===== src/rtl/neuron_update_scheduler.sv =====
// neuron_update_scheduler: sequences one timestep of the Izhikevich neuron core.
// Sweeps every neuron tag through the state register / Izhikevich pipeline,
// issues write-backs delayed by the pipeline latency, waits for the spike FIFO
// and compute-in-memory array to drain, then pulses the current-buffer swap.
// Optional feature: define SCHED_AUTORUN_EN to chain timesteps back-to-back
// while in_start is held high.
`timescale 1ns / 1ps

module neuron_update_scheduler #(
  parameter int unsigned numneurons   = 2,
  parameter int unsigned tagbits      = 1,
  parameter int unsigned pipe_latency = 3   // legal range 1..15
) (
  input  logic               in_clk,
  input  logic               in_asyn_reset,
  input  logic               in_start,
  input  logic               in_cim_busy,
  input  logic               in_fifo_empty,
  output logic [tagbits-1:0] out_rd_tag,
  output logic               out_issue_valid,
  output logic [tagbits-1:0] out_wb_tag,
  output logic               out_sr_write_en,
  output logic               out_swap,
  output logic               out_done,
  output logic               out_busy,
  output logic [15:0]        out_timestep
);

  // One extra bit so the counter can reach numneurons, meaning "all issued".
  localparam int unsigned    CntW    = tagbits + 1;
  localparam logic [CntW-1:0] LastCnt = CntW'(numneurons);

  typedef enum logic [2:0] {
    StIdle,
    StIssue,
    StDrain,
    StWaitSpikes,
    StSwap
  } state_e;

  state_e              state_q;
  logic [CntW-1:0]     cnt_q;
  logic                issue_valid_q;
  logic [tagbits-1:0]  rd_tag_q;
  logic                swap_q;
  logic                done_q;
  logic                busy_q;
  logic [15:0]         timestep_q;

  // Delay line: entry i holds the issue from i+1 cycles ago.
  logic [pipe_latency-1:0] dl_valid_q;
  logic [tagbits-1:0]      dl_tag_q [pipe_latency];

  logic dl_pending;
  logic restart;

  // Chain straight into the next timestep only when autorun is built in.
`ifdef SCHED_AUTORUN_EN
  assign restart = in_start;
`else
  assign restart = 1'b0;
`endif

  // Any issue still in flight apart from the one being written back this cycle.
  always_comb begin
    dl_pending = issue_valid_q;
    for (int i = 0; i < int'(pipe_latency) - 1; i++) begin
      dl_pending = dl_pending | dl_valid_q[i];
    end
  end

  // Scheduler FSM with registered, state-decoded outputs.
  always_ff @(posedge in_clk or posedge in_asyn_reset) begin
    if (in_asyn_reset) begin
      state_q       <= StIdle;
      cnt_q         <= '0;
      issue_valid_q <= 1'b0;
      rd_tag_q      <= '0;
      swap_q        <= 1'b0;
      done_q        <= 1'b0;
      busy_q        <= 1'b0;
      timestep_q    <= '0;
    end else begin
      issue_valid_q <= 1'b0;
      swap_q        <= 1'b0;
      done_q        <= 1'b0;
      unique case (state_q)
        StIdle: begin
          if (in_start) begin
            state_q <= StIssue;
            busy_q  <= 1'b1;
            // Tag 0 goes out in the first ISSUE cycle unless the array is busy.
            if (!in_cim_busy) begin
              issue_valid_q <= 1'b1;
              rd_tag_q      <= '0;
              cnt_q         <= CntW'(1);
            end else begin
              cnt_q <= '0;
            end
          end
        end
        StIssue: begin
          if (cnt_q == LastCnt) begin
            state_q <= StDrain;
          end else if (!in_cim_busy) begin
            issue_valid_q <= 1'b1;
            rd_tag_q      <= cnt_q[tagbits-1:0];
            cnt_q         <= cnt_q + 1'b1;
          end
        end
        StDrain: begin
          if (!dl_pending) begin
            state_q <= StWaitSpikes;
          end
        end
        StWaitSpikes: begin
          if (in_fifo_empty && !in_cim_busy) begin
            state_q    <= StSwap;
            swap_q     <= 1'b1;
            done_q     <= 1'b1;
            timestep_q <= timestep_q + 16'd1;
          end
        end
        StSwap: begin
          if (restart) begin
            state_q <= StIssue;
            busy_q  <= 1'b1;
            if (!in_cim_busy) begin
              issue_valid_q <= 1'b1;
              rd_tag_q      <= '0;
              cnt_q         <= CntW'(1);
            end else begin
              cnt_q <= '0;
            end
          end else begin
            state_q <= StIdle;
            busy_q  <= 1'b0;
          end
        end
        default: begin
          state_q <= StIdle;
          busy_q  <= 1'b0;
        end
      endcase
    end
  end

  // Write-back delay line; bubbles carry tag 0 so out_wb_tag is 0 when idle.
  always_ff @(posedge in_clk or posedge in_asyn_reset) begin
    if (in_asyn_reset) begin
      dl_valid_q <= '0;
      for (int i = 0; i < int'(pipe_latency); i++) begin
        dl_tag_q[i] <= '0;
      end
    end else begin
      dl_valid_q[0] <= issue_valid_q;
      dl_tag_q[0]   <= issue_valid_q ? rd_tag_q : '0;
      for (int i = 1; i < int'(pipe_latency); i++) begin
        dl_valid_q[i] <= dl_valid_q[i-1];
        dl_tag_q[i]   <= dl_tag_q[i-1];
      end
    end
  end

  assign out_rd_tag      = rd_tag_q;
  assign out_issue_valid = issue_valid_q;
  assign out_wb_tag      = dl_tag_q[pipe_latency-1];
  assign out_sr_write_en = dl_valid_q[pipe_latency-1];
  assign out_swap        = swap_q;
  assign out_done        = done_q;
  assign out_busy        = busy_q;
  assign out_timestep    = timestep_q;

endmodule


===== config.mk =====
export PLATFORM = sky130hd
export DESIGN_NAME = neuron_update_scheduler
export DESIGN_NICKNAME = d
export VERILOG_FILES = /design/src/rtl/neuron_update_scheduler.sv
export SDC_FILE = /design/constraint.sdc
export NUM_CORES = 1
export LEC_CHECK = 0
export BUFFER_PORTS_ARGS = -buffer_cell sky130_fd_sc_hd__buf_2
export CAP_MARGIN = 30
export CORE_MARGIN = 2
export CORE_UTILIZATION = 48
export DETAILED_ROUTE_END_ITERATION = 12
export PLACE_DENSITY = 0.81
export SLEW_MARGIN = 25
export SYNTH_ARGS = -nofsm -noshare
export SYNTH_HDL_FRONTEND = slang
export SYNTH_SLANG_ARGS = --single-unit

===== constraint.sdc =====
create_clock -name in_clk -period 1.51 [get_ports in_clk]
set_clock_uncertainty 0.1 [all_clocks]
set_input_delay 0.2265 -clock in_clk [delete_from_list [all_inputs] [get_ports in_clk]]
set_output_delay 0.2265 -clock in_clk [all_outputs]
set_load 0.01 [all_outputs]

==> results of run 1 <==
## final cells by class
type	instances	area, sq um	share of cell area
clock inverters	1	5.005	0.002730
well taps	31	38.79	0.02116
repair buffers	52	329.1	0.1795
flip-flops and latches	31	778.2	0.4246
inverters	4	15.01	0.008191
clock buffers	6	51.30	0.02799
multi-input cells	72	615.6	0.3358
## stage by stage
stage                     instance area [sq um]   TNS, ns  setup WS [ns]  utilization
after floorplan                            1400  -0.09423       -0.03844            -
after global placement                     1704  -0.06435       -0.03686       0.6233
after detailed placement                   1704   -0.3144        -0.1097       0.6233
after CTS                                  1793   -0.1323       -0.07314       0.6558
after global routing                       1833    -1.032        -0.1584       0.6705
final                                      1833   -0.1997       -0.08608       0.6705
## cells in the final DEF, fill, tap and decap left out, types with 3 or more instances in the layout
cell type  netlist  routed
nor2_1           4       4
nor4_4           2       3
nand3_1          5       3
and3_1           5       5
nand4_1          4       4
inv_1            4       3
a21oi_1          3       3
buf_4            1      23
xnor2_1          6       5
dfrtp_1         31      29
nand2_1          5       5
xor2_1           9       9
buf_2            2      27
clkbuf_4         0       5
nor3_1           4       4
## worst min path at each step
stage	from	end	slack [ns]
detailed placement	in_asyn_reset	dl_valid_q[2]	0.22
floorplan	in_asyn_reset	cnt_q[0]	0.23
global placement	in_asyn_reset	dl_valid_q[2]	0.21
finish	in_cim_busy	out_issue_valid	0.15
global route	in_cim_busy	out_issue_valid	0.15
CTS	in_cim_busy	out_issue_valid	0.14
## power by group through the flow
stage | clock network (W) | logic (W) | registers (W)
floorplan | 0 | 0.000507 | 0.00119
global placement | 0 | 0.000866 | 0.00115
detailed placement | 0 | 0.000896 | 0.00116
CTS | 0.000506 | 0.000916 | 0.00116
global route | 0.000522 | 0.00106 | 0.00119
finish | 0.000485 | 0.000959 | 0.00116
## worst max-delay path, stage by stage (launching register included)
cell and delay (ns):
dfrtp_1 0.42, ha_4 0.17, o31a_1 0.24, or3_4 0.33, a22o_1 0.22
## cells by family after synthesis
family	count (synthesis)
AO/OA/AOI/OAI	9
multiplexers	2
AND/OR/NAND/NOR	43
adder cells (fa/ha/maj)	3
XOR/XNOR	15
flip-flops	31
buffers and inverters	8
## what timing repair did
item	CTS	global route
buffers inserted	1	1
hold buffers	1	0
gates resized for setup	5	5
endpoints found under the hold margin	31	0
cloned	0	0
endpoints found under the setup margin	10	14
pin swaps	5	8
## metal layers
layer,global-route usage,vias to the layer above,share of wire
met5,0,-,0
met1,0.2340,505,0.46
li1,-,500,-
met3,0.04082,6,0.032
met2,0.2890,19,0.48
met4,0.09967,0,0.021
## state kept, by name, indices dropped and copies added (netlist names)
register         cells
dl_valid_q           3
dl_tag_q             2
out_timestep        16
out_done             1
state_q              3
out_wb_tag           1
cnt_q                2
out_rd_tag           1
out_issue_valid      1
out_busy             1
==> flow_summary.ini, run 1 <==
[logic_synthesis]
synth.top_cell.area_share = 0.5672
synthArstFlopShare = 1.000
synth.area.mux_share = 0.01647
synth_area_leaders = dfrtp_1 (57%), xor2_1 (5.8%), xnor2_1 (3.8%)
avgSynthCellArea_sq_um = 12.32
synthSimpleGateAreaFrac = 0.2141
ys_top_cells_by_count = dfrtp_1 (31), xor2_1 (9), xnor2_1 (6)
synth-compound-area-share = 0.04666
synth_seq_cells = 31
synth_top_family_by_area = simple AND/OR/NAND/NOR gates
synth_ff_type = dfrtp_1
ys_types = 31
synthAdderAreaFrac = 0.02745
syn-num-nets = 119
synthXorXnorAreaFrac = 0.09607
synth.most_common_cell = dfrtp_1
synth_cells = 111
yosysWarnings = 0
yosysTopAreaCell = dfrtp_1
synth-edff-count = 0
netlist_area_sq_mm = 0.001368
seq_area_frac_synth = 0.5672

[cts]
clock-root-buffer = clkbuf_4
cts_tree = yes
numCtsBuffers = 5
htreeDepth = 2
clkSinkCount = 31
clockBufferDepth = 2
clkTransAtPathRegs_ns = 0.09
insertion_delay_ns = 0.33

[pwr]
leakagePower_nw = 1.014
p_sw_w = 0.0008741
power_w = 0.002603
pwr-share-seq = 0.445
vdd_drop_max_mv = 1.095
p_int_w = 0.001729
pwr-share-comb = 0.368
powerDensity_mw_per_mm2 = 1420
clockPowerShare = 0.186
sw_frac_of_total = 0.3358

[sta]
worstMarginPinSlew_ns = 0.3774
min_period_ns = 1.596
relSlewSlack = 0.7484
hold_viol = 0
setup_ws_ns = -0.08608
whs_ns = 0.1508
finalSetupViolCount = 5
grt_setup_unrepaired = yes
fin_crit_sh = 1.057
final_max_slew_viol_count = 0
timing.fmax_mhz = 626.5

[outcome]
violations = setup timing
outcome = finished, violations left

[detailed_routing]
drt_iter0_markers = 21
ant_nets = 0
drt_wl_total_um = 2680
drc = 0
detail_route.wl_per_cell_um = 13.60
drt-pass1-iter-count = 4
via_per_inst = 5.228
route.vias.total = 1030

[setup_path]
worstPathRequired_ns = 1.63
setup.worst_path.end = cnt_q[1]
rr_worst_depth = 4
cp.arrival_ns = 1.72
r2r_setup_slack_ns = -0.09
critPathLaunch = cnt_q[1]
r2r_end = cnt_q[1]
r2r_start = cnt_q[1]
crit_type = flop to flop
cp-end-kind = flop
startpoint_type = flop
path_max_fanout = 2

[floorplan]
dieHeight_um = 57.38
dieArea_sq_mm = 0.003292
core_sq_mm = 0.002734
die_x_um = 57.38
fp-row-count = 19
ioPinCount = 28
start_util = 0.5002

[global_route]
grt_pass1_wl_um = 4519
grt_max_degree = 32
grt_overflow = 0
grt_antenna_before_repair = 0
grt_use_total = 0.1831
first_global_vias = 1001

[place]
post-place-cells = 187
place_congestion = 0.7683
place_hpwl_um = 1904
port_buffers = 27

[final_layout]
fillers = 196
stdcell_count = 197
antennaDiodeCount = 0
final_nets = 174
area_growth_pct = 34.03
drive_above_1_share = 0.4518

[min_path]
hold_depth = 3
worstHoldPathType = input port to flop

[flow_run]
drv_cap = 0
No activity file was read; power rests on OpenSTA's default activity.
==> run 2, diff against run 1 <==
RECOVER_POWER = 100   (was default)
==> flow_summary.ini, run 2 (same netlist as run 1, synthesis figures left out) <==
[outcome]
outcome = finished, violations left
violations = setup timing

[global_route]
grt_use_total = 0.1831
grt_max_degree = 32
grt_overflow = 0
grt_pass1_wl_um = 4519
grt_antenna_before_repair = 0
first_global_vias = 1001

[setup_path]
cp-end-kind = flop
startpoint_type = flop
critPathLaunch = cnt_q[0]
worstPathRequired_ns = 1.63
r2r_start = cnt_q[0]
cp.arrival_ns = 1.72
path_max_fanout = 2
crit_type = flop to flop

[cts]
htreeDepth = 2
clockBufferDepth = 2
insertion_delay_ns = 0.33
numCtsBuffers = 5
clock-root-buffer = clkbuf_4
clkTransAtPathRegs_ns = 0.09
cts_tree = yes
clkSinkCount = 31

[sta]
hold_viol = 0
whs_ns = 0.1505
setup_tns_ns = -0.2138
worstMarginPinSlew_ns = 0.7482
grt_setup_unrepaired = yes
relSlewSlack = 0.5012
setup_ws_ns = -0.09306
timing.fmax_mhz = 623.8
final_max_slew_viol_count = 0
finalSetupViolCount = 5
fin_crit_sh = 1.062
min_period_ns = 1.603

[floorplan]
dieArea_sq_mm = 0.003292
dieHeight_um = 57.38
core_sq_mm = 0.002734
die_x_um = 57.38
fp-row-count = 19
ioPinCount = 28
start_util = 0.5002

[final_layout]
postLayoutCoreUtil = 0.6641
fillers = 200
final_nets = 174
drive_above_1_share = 0.3735
final_cell_mix = dfrtp_1 (29), buf_4 (22), buf_2 (15)
antennaDiodeCount = 0
final_common_cell = dfrtp_1
area_growth_pct = 32.75
largest_reg_flops = 16
stdcell_count = 197

[detailed_routing]
drc = 0
route.vias.total = 1042
drt_iter0_markers = 18
drt_wl_total_um = 2707
detail_route.wl_per_cell_um = 13.74
drt-pass1-iter-count = 4
ant_nets = 0
via_per_inst = 5.289

[place]
place_hpwl_um = 1904
place_congestion = 0.7683
post-place-cells = 187
dp_slack_ns = -0.1097
port_buffers = 27

[flow_run]
drv_cap = 0

[min_path]
worstHoldPathType = input port to flop
hold_path_startpoint = in_cim_busy

[pwr]
leakagePower_nw = 0.9665
powerDensity_mw_per_mm2 = 1428
vdd_drop_max_mv = 1.080
## run 2: cell types whose count changed in the layout (fill, tap and decap cells not counted), sizes merged
cell    change
buf        -13
clkbuf     +13
## run 2: through the flow
step           cell area, sq um  total power (W)
2_1_floorplan              1400         0.001695
3_3_place_gp               1704         0.002011
3_5_place_dp               1704         0.002061
4_1_cts                    1793         0.002577
5_1_grt                    1815         0.002754
6_report                   1815         0.002592
## run 2: worst max-delay path: stages, from the launching register on
cell	delay, ns
dfrtp_1	0.36
inv_1	0.08
ha_4	0.16
o31a_1	0.24
or3_4	0.33
a22o_1	0.22
## run 2: final timing paths
check                                   to  slack [ns]  cells after the start
max                               cnt_q[1]       -0.09                      5
min                        out_issue_valid        0.15                      3
max reg2reg                       cnt_q[1]       -0.09                      5
min reg2reg                     out_wb_tag        0.25                      0
max in group asynchronous       state_q[1]        0.25                      4
min in group asynchronous  out_timestep[7]        0.54                      4
## run 2: final cells by class
type	count	area (sq um)	share of cell area
Sequential cell	31	778.2	0.4287
Timing Repair Buffer	52	311.5	0.1716
Multi-Input combinational cell	72	615.6	0.3391
Tap cell	31	38.79	0.02136
Clock buffer	6	51.30	0.02826
Inverter	4	15.01	0.008270
Clock inverter	1	5.005	0.002757
## run 2: metal layers
| metal | vias up | track usage | wire length [um] |
|---|---|---|---|
| met1 | 514 | 0.2340 | 1255 |
| met2 | 23 | 0.2890 | 1297 |
| met4 | 0 | 0.09967 | 55 |
| li1 | 499 | - | - |
| met3 | 6 | 0.04082 | 98 |
| met5 | - | 0 | 0 |
## run 2: what timing repair did
action | in CTS | in global routing
resized for setup | 5 | 5
gates cloned | 0 | 0
hold endpoints to repair | 31 | 0
setup endpoints to repair | 10 | 14
pin swaps | 5 | 8
hold buffers | 1 | 0
setup buffers | 1 | 1
## run 2: power by group
part,total (W),internal [W],leakage [nW],switching [W]
combinational,0.000947,0.000485,0.523,0.000463
sequential,0.00116,0.00101,0.409,0.000145
clock,0.000486,0.000215,0.0341,0.000271
total,0.00259,0.00171,0.967,0.000879
==> run 3, diff against run 2 <==
CORE_UTILIZATION = 25   (was 48)
PLACE_DENSITY = 0.51   (was 0.81)
==> flow_summary.ini, run 3 (same netlist as run 1, synthesis figures left out) <==
[final_layout]
final_nets = 178
final_cell_mix = dfrtp_1 (29), buf_4 (24), clkbuf_1 (16)
largest_reg_flops = 16
postLayoutCoreUtil = 0.3738
stdcell_count = 241
antennaDiodeCount = 0
area_growth_pct = 42.27
final_common_cell = dfrtp_1
drive_above_1_share = 0.3684

[floorplan]
start_util = 0.2627
dieArea_sq_mm = 0.006078
dieHeight_um = 77.96
core_sq_mm = 0.005205
die_x_um = 77.96
ioPinCount = 28
fp-row-count = 26

[cts]
insertion_delay_ns = 0.28
numCtsBuffers = 5
htreeDepth = 2
clkTransAtPathRegs_ns = 0.07
clock-root-buffer = clkbuf_8
clkSinkCount = 31
cts_tree = yes
clockBufferDepth = 2

[min_path]
worstHoldPathType = input port to flop

[pwr]
sw_frac_of_total = 0.3056
pwr-share-comb = 0.330
leakagePower_nw = 0.9782
clockPowerShare = 0.282
pwr-share-seq = 0.388
vdd_drop_max_mv = 0.8331
p_sw_w = 0.0009092
power_w = 0.002975
p_int_w = 0.002066
powerDensity_mw_per_mm2 = 1529

[place]
port_buffers = 27
place_congestion = 0.7901
place_hpwl_um = 2071
post-place-cells = 228

[global_route]
grt_antenna_before_repair = 0
grt_pass1_wl_um = 5002
first_global_vias = 1097
grt_use_total = 0.1063
grt_max_degree = 32
grt_overflow = 0

[flow_run]
drv_cap = 0

[setup_path]
crit_type = flop to flop
path_max_fanout = 2
worstPathRequired_ns = 1.58
cp.arrival_ns = 1.62
cp-end-kind = flop
startpoint_type = flop

[detailed_routing]
drt-pass1-iter-count = 4
drt_wl_total_um = 2868
drc = 0
detail_route.wl_per_cell_um = 11.90
route.vias.total = 1046
ant_nets = 0
via_per_inst = 4.340
drt_iter0_markers = 10

[sta]
fin_crit_sh = 1.029
timing.fmax_mhz = 643.8
min_period_ns = 1.553
relSlewSlack = 0.4926
finalSetupViolCount = 2
whs_ns = 0.1948
setup_ws_ns = -0.04334
worstMarginPinSlew_ns = 0.7611
hold_viol = 0
grt_setup_unrepaired = yes
setup_tns_ns = -0.08512
final_max_slew_viol_count = 0

[outcome]
violations = setup timing
outcome = finished, violations left
## run 3: cell count changes in the layout (fill, tap and decap cells not counted), moves of 4 or more
cell | before | now
clkbuf_1 | 12 | 16
buf_2 | 15 | 11
clkbuf_8 | 1 | 6
clkbuf_4 | 5 | 0
## run 3: stage by stage
step	worst slack (ns)	cell area [sq um]
final	-0.04334	1946
after global routing	-0.09451	1946
after CTS	-0.05040	1934
after detailed placement	-0.09814	1768
after global placement	-0.05499	1768
after floorplan	-0.03844	1400
## run 3: layout make-up
type / count / area (sq um)
Tap cell: 70 / 87.58
Clock inverter: 2 / 35.03
Timing Repair Buffer: 56 / 344.1
Inverter: 4 / 15.01
Clock buffer: 6 / 82.58
Fill cell: 545 / 3259
Multi-Input combinational cell: 72 / 603.1
Sequential cell: 31 / 778.2
## run 3: final timing paths
path	from	end	slack (ns)	cells after the start
worst max-delay path	cnt_q[1]	cnt_q[1]	-0.04	4
worst min-delay path	in_cim_busy	out_issue_valid	0.19	3
worst max register to register	cnt_q[1]	cnt_q[1]	-0.04	4
worst min register to register	dl_tag_q[1]	out_wb_tag	0.25	0
max in group asynchronous	in_asyn_reset	state_q[0]	0.18	4
min in group asynchronous	in_asyn_reset	dl_tag_q[2]	0.60	4
## run 3: what timing repair did
| item | CTS | global route |
|---|---|---|
| pin swaps | 5 | 6 |
| resized for setup | 8 | 3 |
| endpoints found under the hold margin | 31 | 0 |
| setup buffers | 2 | 2 |
| endpoints found under the setup margin | 9 | 13 |
| hold buffers | 1 | 0 |
## run 3: critical path: stages (launching register included)
cell	delay, ns
dfrtp_1	0.41
ha_4	0.17
o31a_1	0.22
or3_4	0.33
a22o_1	0.21
## run 3: metal layers
layer | vias to the layer above | GRT usage | wire length [um]
met3 | 7 | 0.03953 | 149
met5 | - | 0 | 0
met1 | 509 | 0.1233 | 1287
met4 | 0 | 0.04912 | 53
met2 | 26 | 0.1741 | 1378
li1 | 504 | - | -
## run 3: power by group through the flow
| stage | Sequential, W | Combinational [W] | Clock [W] |
|---|---|---|---|
| after floorplan | 0.00119 | 0.000507 | 0 |
| after global placement | 0.00115 | 0.000889 | 0 |
| after detailed placement | 0.00116 | 0.000915 | 0 |
| after CTS | 0.00115 | 0.000961 | 0.000878 |
| after global routing | 0.00118 | 0.00109 | 0.000914 |
| final | 0.00115 | 0.000982 | 0.000840 |
